### src/rtl/ts_rx_analyzer.sv
// Per-lane receive training-set analyzer: decodes TS1/TS2, counts consecutive
// identical sets and flags malformed sets and receive silence for core_fsm.
module ts_rx_analyzer #(
  parameter int CONS_THRESH = 8,
  parameter int RX_TMO      = 1024
) (
  input  logic         clk,
  input  logic         rst,
  input  logic         clr,
  input  logic [127:0] ts_i,
  input  logic         ts_i_vld,
  output logic [1:0]   ts_type,
  output logic [7:0]   link_num,
  output logic [7:0]   lane_num,
  output logic         link_pad,
  output logic         lane_pad,
  output logic [7:0]   rate_id,
  output logic [7:0]   train_ctrl,
  output logic [7:0]   cons_cnt,
  output logic         ts1_enough,
  output logic         ts2_enough,
  output logic         bad_ts,
  output logic         rx_tmo
);

  localparam logic [1:0] ST_IDLE  = 2'd0;
  localparam logic [1:0] ST_TRACK = 2'd1;
  localparam logic [1:0] ST_LOCK  = 2'd2;

  localparam logic [1:0] TYPE_NONE = 2'd0;
  localparam logic [1:0] TYPE_TS1  = 2'd1;
  localparam logic [1:0] TYPE_TS2  = 2'd2;

  localparam logic [7:0]  THRESH   = CONS_THRESH[7:0];
  localparam logic [15:0] TMO_CNT  = RX_TMO[15:0];
  localparam logic [7:0]  SYM_COM  = 8'hBC;
  localparam logic [7:0]  SYM_TS1  = 8'h4A;
  localparam logic [7:0]  SYM_TS2  = 8'h45;
  localparam logic [7:0]  SYM_PAD  = 8'hF7;

  logic [1:0]  state;
  logic [1:0]  state_nxt;
  logic [41:0] key_q;
  logic [41:0] key_nxt;
  logic [1:0]  type_nxt;
  logic [7:0]  cons_nxt;
  logic        load_fields;
  logic [15:0] idle_cnt;

  logic        com_ok;
  logic        is_ts1;
  logic        is_ts2;
  logic [1:0]  rx_type;
  logic [41:0] rx_key;
  logic        good_ts;
  logic        malformed_ts;

  // Combinational decode of the incoming set; the identifier covers symbols 6..15.
  always_comb begin
    is_ts1 = 1'b1;
    is_ts2 = 1'b1;
    for (int k = 6; k < 16; k++) begin
      if (ts_i[8*k +: 8] != SYM_TS1) is_ts1 = 1'b0;
      if (ts_i[8*k +: 8] != SYM_TS2) is_ts2 = 1'b0;
    end
  end

  assign com_ok  = (ts_i[7:0] == SYM_COM);
  assign rx_type = is_ts1 ? TYPE_TS1 : (is_ts2 ? TYPE_TS2 : TYPE_NONE);
  assign rx_key  = {rx_type, ts_i[47:8]};

  // clr discards any set arriving in the same cycle.
  assign good_ts      = ts_i_vld && !clr && com_ok && (is_ts1 || is_ts2);
  assign malformed_ts = ts_i_vld && !clr && !(com_ok && (is_ts1 || is_ts2));

  always_comb begin
    state_nxt   = state;
    type_nxt    = ts_type;
    cons_nxt    = cons_cnt;
    key_nxt     = key_q;
    load_fields = 1'b0;
    if (clr || malformed_ts) begin
      state_nxt = ST_IDLE;
      type_nxt  = TYPE_NONE;
      cons_nxt  = 8'd0;
    end else if (good_ts) begin
      if ((state == ST_TRACK || state == ST_LOCK) && rx_key == key_q) begin
        cons_nxt = (cons_cnt == 8'hFF) ? 8'hFF : cons_cnt + 8'd1;
      end else begin
        load_fields = 1'b1;
        key_nxt     = rx_key;
        type_nxt    = rx_type;
        cons_nxt    = 8'd1;
      end
      state_nxt = (cons_nxt >= THRESH) ? ST_LOCK : ST_TRACK;
    end
  end

  // Tracking state, decoded fields and threshold flags.
  always_ff @(posedge clk or negedge rst) begin
    if (!rst) begin
      state      <= ST_IDLE;
      key_q      <= '0;
      ts_type    <= TYPE_NONE;
      cons_cnt   <= 8'd0;
      link_num   <= 8'd0;
      lane_num   <= 8'd0;
      rate_id    <= 8'd0;
      train_ctrl <= 8'd0;
      ts1_enough <= 1'b0;
      ts2_enough <= 1'b0;
      bad_ts     <= 1'b0;
    end else begin
      state      <= state_nxt;
      key_q      <= key_nxt;
      ts_type    <= type_nxt;
      cons_cnt   <= cons_nxt;
      ts1_enough <= (cons_nxt >= THRESH) && (type_nxt == TYPE_TS1);
      ts2_enough <= (cons_nxt >= THRESH) && (type_nxt == TYPE_TS2);
      bad_ts     <= malformed_ts;
      if (load_fields) begin
        link_num   <= ts_i[15:8];
        lane_num   <= ts_i[23:16];
        rate_id    <= ts_i[39:32];
        train_ctrl <= ts_i[47:40];
      end
    end
  end

  // Receive-silence counter; any valid cycle or a flush restarts it.
  always_ff @(posedge clk or negedge rst) begin
    if (!rst) begin
      idle_cnt <= 16'd0;
    end else if (clr || ts_i_vld) begin
      idle_cnt <= 16'd0;
    end else if (idle_cnt != 16'hFFFF) begin
      idle_cnt <= idle_cnt + 16'd1;
    end
  end

  assign rx_tmo   = (idle_cnt >= TMO_CNT);
  assign link_pad = (link_num == SYM_PAD);
  assign lane_pad = (lane_num == SYM_PAD);

endmodule

### config.mk
export PLATFORM = sky130hd
export DESIGN_NAME = ts_rx_analyzer
export DESIGN_NICKNAME = d
export VERILOG_FILES = /design/src/rtl/ts_rx_analyzer.sv
export SDC_FILE = /design/constraint.sdc
export NUM_CORES = 1
export LEC_CHECK = 0
export CELL_PAD_IN_SITES_DETAIL_PLACEMENT = 2
export CELL_PAD_IN_SITES_GLOBAL_PLACEMENT = 2
export CORE_ASPECT_RATIO = 1.1
export CORE_UTILIZATION = 27
export CTS_BUF_LIST = sky130_fd_sc_hd__clkbuf_8 sky130_fd_sc_hd__clkbuf_16
export DETAILED_ROUTE_END_ITERATION = 10
export GPL_ROUTABILITY_DRIVEN = 0
export PLACE_DENSITY_LB_ADDON = 0.1
export SYNTH_ARGS = -nofsm -noshare
export SYNTH_HDL_FRONTEND = slang
export SYNTH_SLANG_ARGS = --single-unit
### constraint.sdc
create_clock -name clk -period 1.95 [get_ports clk]
set_input_delay 0.39 -clock clk [delete_from_list [all_inputs] [get_ports clk]]
set_output_delay 0.39 -clock clk [all_outputs]
set_load 0.02 [all_outputs]
== Word-level counts from Yosys, hierarchy flattened ==
Index checks and enable logic that the tools add are counted.
Word-level totals
  bits in registers: 105
  input port bits: 132
  output and inout port bits: 48
  logic and storage cells: 105
Operators by class
  $add $sub $neg: 2
  $lt $le $gt $ge: 3
  eq/ne operators: 30
  mux-type cells: 39
  bitwise operators: 2
  reductions and logical operators: 17
Operators by type and width (count)
  8-bit by 7-bit inequality test with 1-bit output (second input constant): 20
  8-bit 2-to-1 mux: 6
  42-bit == test: 1
  8-bit == test (second input constant): 4
  16-bit 2-to-1 mux: 2
  1-bit 2-to-1 mux: 23
  16-bit by 1-bit adder with 16-bit output (second input constant): 1
  16-bit by 11-bit >= comparator with 1-bit output (second input constant): 1
  8-bit by 4-bit >= comparator with 1-bit output (second input constant): 2
  2-bit 2-to-1 mux: 8
  16-bit inequality test (second input constant): 1
  8-bit by 1-bit adder with 8-bit output (second input constant): 1
  1-bit logical AND: 8
  2-bit by 1-bit == test with 1-bit output (second input constant): 2
  2-bit == test (second input constant): 2
  1-bit logical OR: 4
  2-bit nonzero test: 2
  3-bit AND reduction: 1
  1-bit logical NOT: 2
  1-bit NOT: 2

== Logic depth before layout (Yosys ltp) ==
  word-level depth: 22
  gate-level depth with buffers: 8
  mapped depth without buffers: 8

== Worst setup path before layout ==
Ideal clock, no wire load.
  kind: input to register
  start point: in ts_i[117]
  end point: reg key_q[10]
  library setup time: 0.125 ns
  arrival time: 2.473 ns
  required time: 1.825 ns
  path slack: -0.648 ns
  cell stages on the path: 8
  path buffers: 1
  path through: nor4b_1 nand4_1 or3_1 or3_4 o2111a_4 nor2_8 buf_12 mux2_4
Between the ends
  cells in the longest elaborated chain, start to end: 10
  elaborated cells on any way between the ends: 19
  classes of those cells: 3 x eq/ne; 6 x mux; 2 x bitwise; 8 x reduce/logical
RTL lines
  start: declaration: RTL line 10  | input logic [127:0] ts_i,
  parallel branches: the longest is 9 deep, another holds 42-bit == test
  3-bit AND reduction (no line) (*)
  end signal: assignment: RTL line 115  | key_q <= key_nxt;
  end: declaration: RTL line 43  | logic [41:0] key_q;
Every way passes the cells marked *.
A chain may end at the register's enable or synchronous reset.

== Worst setup path after layout ==
  start point: in ts_i[96]
  end point: reg lane_num[6]
Between the ends
  cells in the longest elaborated chain, start to end: 12
  elaborated cells on any way between the ends: 23
  classes of those cells: 3 x eq/ne; 13 x mux; 7 x reduce/logical
RTL lines
  8-bit by 7-bit inequality test with 1-bit output: RTL line 64  | if (ts_i[8*k +: 8] != SYM_TS2) is_ts2 = 1'b0;
  1-bit 2-to-1 mux (4 in series): RTL line 64
  2-bit 2-to-1 mux (2 in series): RTL line 69  | assign rx_type = is_ts1 ? TYPE_TS1 : (is_ts2 ? TYPE_TS2 : TYPE_NONE);
  42-bit == test: RTL line 87  | if ((state == ST_TRACK || state == ST_LOCK) && rx_key == key_q) begin
  1-bit logical AND: RTL line 87
  1-bit 2-to-1 mux: RTL line 87
  1-bit 2-to-1 mux: RTL line 86  | end else if (good_ts) begin
  1-bit 2-to-1 mux (*): RTL line 82  | if (clr || malformed_ts) begin
  end signal: assignment: RTL line 123  | lane_num <= ts_i[23:16];
  end: declaration: RTL line 14  | output logic [7:0] lane_num,
Every way passes the cells marked *; elsewhere a longest branch is shown, timed or not.

==> qor.csv <==
stage,metric,value,unit
run,maxCapViolations,0,
logic_synthesis,syn_inst,449,
global_route,grt.overflow.total,0,
hold_path,hp-start,ts_i[30],
clock_tree,root_buffer,clkbuf_16,
logic_synthesis,synth_top_area_share,47.0,%
clock_tree,cts_buffers,9,
drt,first_iter_violations,121,
floorplanning,row_count,54,
floorplanning,initial_core_util,27.9,%
sta,finalHoldViolCount,0,
logic_synthesis,yosysSeqAreaShare,47.0,%
run_status,violations,"design-rule violations, negative setup slack",
logic_synthesis,async_reset_ff_share,100,%
sta,fmaxAchievable,0.366,GHz
logic_synthesis,synth_cell_types,46,
logic_synthesis,synth_area_leaders,"dfrtp_1 (47%), mux2_4 (19%), xor2_1 (7.4%)",
logic_synthesis,ys.flop_type,dfrtp_1,
sta,worstMarginPinSlew,0.712,ns
setup_path,cpPeakStageDelay,0.41,ns
sta,hold_slack,0.435,ns
sta,period_share,140,%
clock_tree,path_clk_slew,0.08,ns
cells_and_area,multi_input_area,3270,um^2
global_route,grt_usage,20.8,%
run_status,status,"complete, but fails checks",
logic_synthesis,synth_warnings,0,
cells_and_area,n_fill_cell,2022,
floorplanning,ios,180,
hold_path,holdPathEnd,key_q[22],
power,p_leak,4.36,nW
clock_tree,clk_latency,0.37,ns
global_route,grt_pass1_wl,33800,um
setup_path,cp_cell_sequence,"dlygate4sd2_1, nor4bb_4, nand4_1, or3_4, or3_4, o2111a_4, nor2_8, buf_6, buf_12, buf_12, mux2_4",
clock_tree,cts_tree,built,
sta,worst_slack,-0.780,ns
drt,vias_per_cell,4.81,
placement,port_buffers,179,
setup_path,crit_fanout,6,
power,power,0.00457,W
setup_path,r2r-end,lane_num[6],
logic_synthesis,yosysTopAreaCell,dfrtp_1,
global_route,grt_max_degree,42,
setup_path,crit_arrival,2.98,ns
global_route,antenna_found_initial,0,
drt,drc,12,
placement,dp_hpwl,14900,um
sta,clock-skew-final,0.0183,ns
cells_and_area,utilization,47.5,%
logic_synthesis,syn_nets,584,
logic_synthesis,synth_edf_count,0,
sta,fin_crit,2.73,ns
power,cellPowerDensity,480,nW/um^2
setup_path,startpoint_type,input pin,
hold_path,hold_depth,2,
setup_path,path_delay_family,simple AND/OR/NAND/NOR gates,
sta,slew_violations,0,
power,vdd_drop_max,0.362,mV
setup_path,r2r_slack,-0.74,ns
cells_and_area,diodes,0,
cells_and_area,nets,891,
floorplanning,die_area,21300,um^2
drt,wl,21700,um
cells_and_area,drive_gt1_share,37.2,%
clock_tree,htree_num_levels,3,
floorplanning,die_h,153,um
clock_tree,clock_sinks,105,
sta,relSlewSlack,52.1,%
setup_path,r2r_start,key_q[29],
drt,wl_per_cell,21.5,um
drt,vias,4875,
setup_path,criticalPathCategory,in2reg,
hold_path,min-delay-path-class,in2reg,
clock_tree,clock_path_buffers,2,
sta,finalSetupViolCount,88,
sta,rsz0062_at_grt,true,
drt,ant_nets,0,
setup_path,worst_setup_path_end_kind,flip-flop,
setup_path,crit_slowest_cell,or3_4,
logic_synthesis,synth_common_cells,"dfrtp_1 (105), mux2_4 (70), xor2_1 (47)",
setup_path,r2r_cells,12,
floorplanning,design.core.area,20100,um^2
global_route,grt_pass1_vias,5852,
cells_and_area,seqCellArea,2630,um^2
logic_synthesis,syn_area_per_cell,12.5,um^2
cells_and_area,design_area,9530,um^2
logic_synthesis,synth_area,5590,um^2
setup_path,cp_num_buf_inv,4,
logic_synthesis,synth.most_common_cell,dfrtp_1,
floorplanning,die_w,139,um
logic_synthesis,ys_ff_latch,105,
cells_and_area,area_growth,70.4,%
setup_path,cp.required,2.20,ns
drt,dr.pass1.iters,9,
placement,dpl_cell_area,8370,um^2
[metal layers]
metal | wire length [um] | GRT usage [%] | share of wire, %
met3 | 721 | 3.73 | 3.3
met4 | 367 | 5.66 | 1.7
met5 | 0 | 0 | 0
met1 | 8690 | 23.8 | 40
met2 | 12000 | 39.2 | 55
[area by class of cell]
class | instances | area share, %
sequential | 105 | 27.6
inverter | 10 | 0.394
timing repair buffer | 308 | 31.3
clock inverter | 7 | 0.748
tap | 252 | 3.31
clock buffer | 9 | 2.36
multi-input combinational | 322 | 34.3
[state kept, by name (all words and copies together) (netlist names)]
signal / cells
state: 2
cons_cnt: 8
ts2_enough: 1
bad_ts: 1
ts_type: 2
ts1_enough: 1
idle_cnt: 16
key_q: 42
lane_num: 8
link_num: 8
rate_id: 8
train_ctrl: 8
[cells in the final DEF, fill, tap and decap left out, drive strengths merged, types with 2 or more instances in the layout]
| cell type | count |
|---|---|
| clkdlybuf4s50 | 96 |
| or4 | 2 |
| ha | 3 |
| o2111a | 2 |
| clkbuf | 9 |
| nor4 | 14 |
| nor4bb | 18 |
| clkinvlp | 2 |
| xnor2 | 4 |
| clkinv | 2 |
| dlygate4sd2 | 75 |
| o2111ai | 2 |
| nand4b | 2 |
| xor2 | 47 |
| buf | 129 |
| nand4 | 20 |
| and2 | 2 |
| clkdlybuf4s15 | 6 |
| a21oi | 9 |
| nand2 | 20 |
| nand2b | 2 |
| nor4b | 8 |
| or3 | 6 |
| nor3 | 9 |
| nand3 | 9 |
| o31a | 2 |
| o22ai | 3 |
| dfrtp | 105 |
| mux2 | 72 |
| and3 | 4 |
| o21ai | 13 |
| nor2 | 32 |
| a21boi | 2 |
| a31oi | 5 |
| inv | 13 |
[where the power goes]
| group | internal, W | switching [W] | total [W] | leakage (nW) |
|---|---|---|---|---|
| clock network | 0.000905 | 0.000963 | 0.00187 | 0.139 |
| logic | 0.000301 | 0.000221 | 0.000522 | 2.76 |
| registers | 0.00218 | 0.00000198 | 0.00218 | 1.46 |
[metrics by stage]
step | instances | setup TNS (ns) | setup slack [ns]
detailed placement | 964 | -117.83 | -1.41
floorplan | 449 | -47.69 | -0.617
finish | 1013 | -59.49 | -0.780
global route | 1013 | -65.97 | -0.857
CTS | 1009 | -56.02 | -0.739
global placement | 964 | -109.01 | -1.28
[cell families after synthesis]
group                    after synthesis  share of synthesized area (%)
flip-flops                           105                           47.0
XOR/XNOR                              51                           7.99
AND/OR/NAND/NOR                      152                           16.4
adder cells (fa/ha/maj)                3                          0.671
multiplexers                          73                           19.4
buffers and inverters                 22                           3.53
AO/OA/AOI/OAI                         43                           5.06
[worst max path at each step]
stage                                to  cells after the start       from  slack, ns
after floorplan               key_q[10]                      8   ts_i[60]      -0.62
after global placement    train_ctrl[4]                      9  ts_i[120]      -1.28
after detailed placement      key_q[34]                      9  ts_i[120]      -1.41
after CTS                   lane_num[6]                     12  key_q[36]      -0.74
after global routing        lane_num[6]                     12  key_q[29]      -0.86
final                       lane_num[6]                     11   ts_i[96]      -0.78
[repair_timing]
item,in CTS,in global routing
gates resized for setup,173,23
pin swaps,39,15
endpoints found under the setup margin,98,96
buffers inserted,20,5
gates cloned,9,0
hold buffers,1,0
endpoints found under the hold margin,8,0
Power figures use the tool's default switching activity.
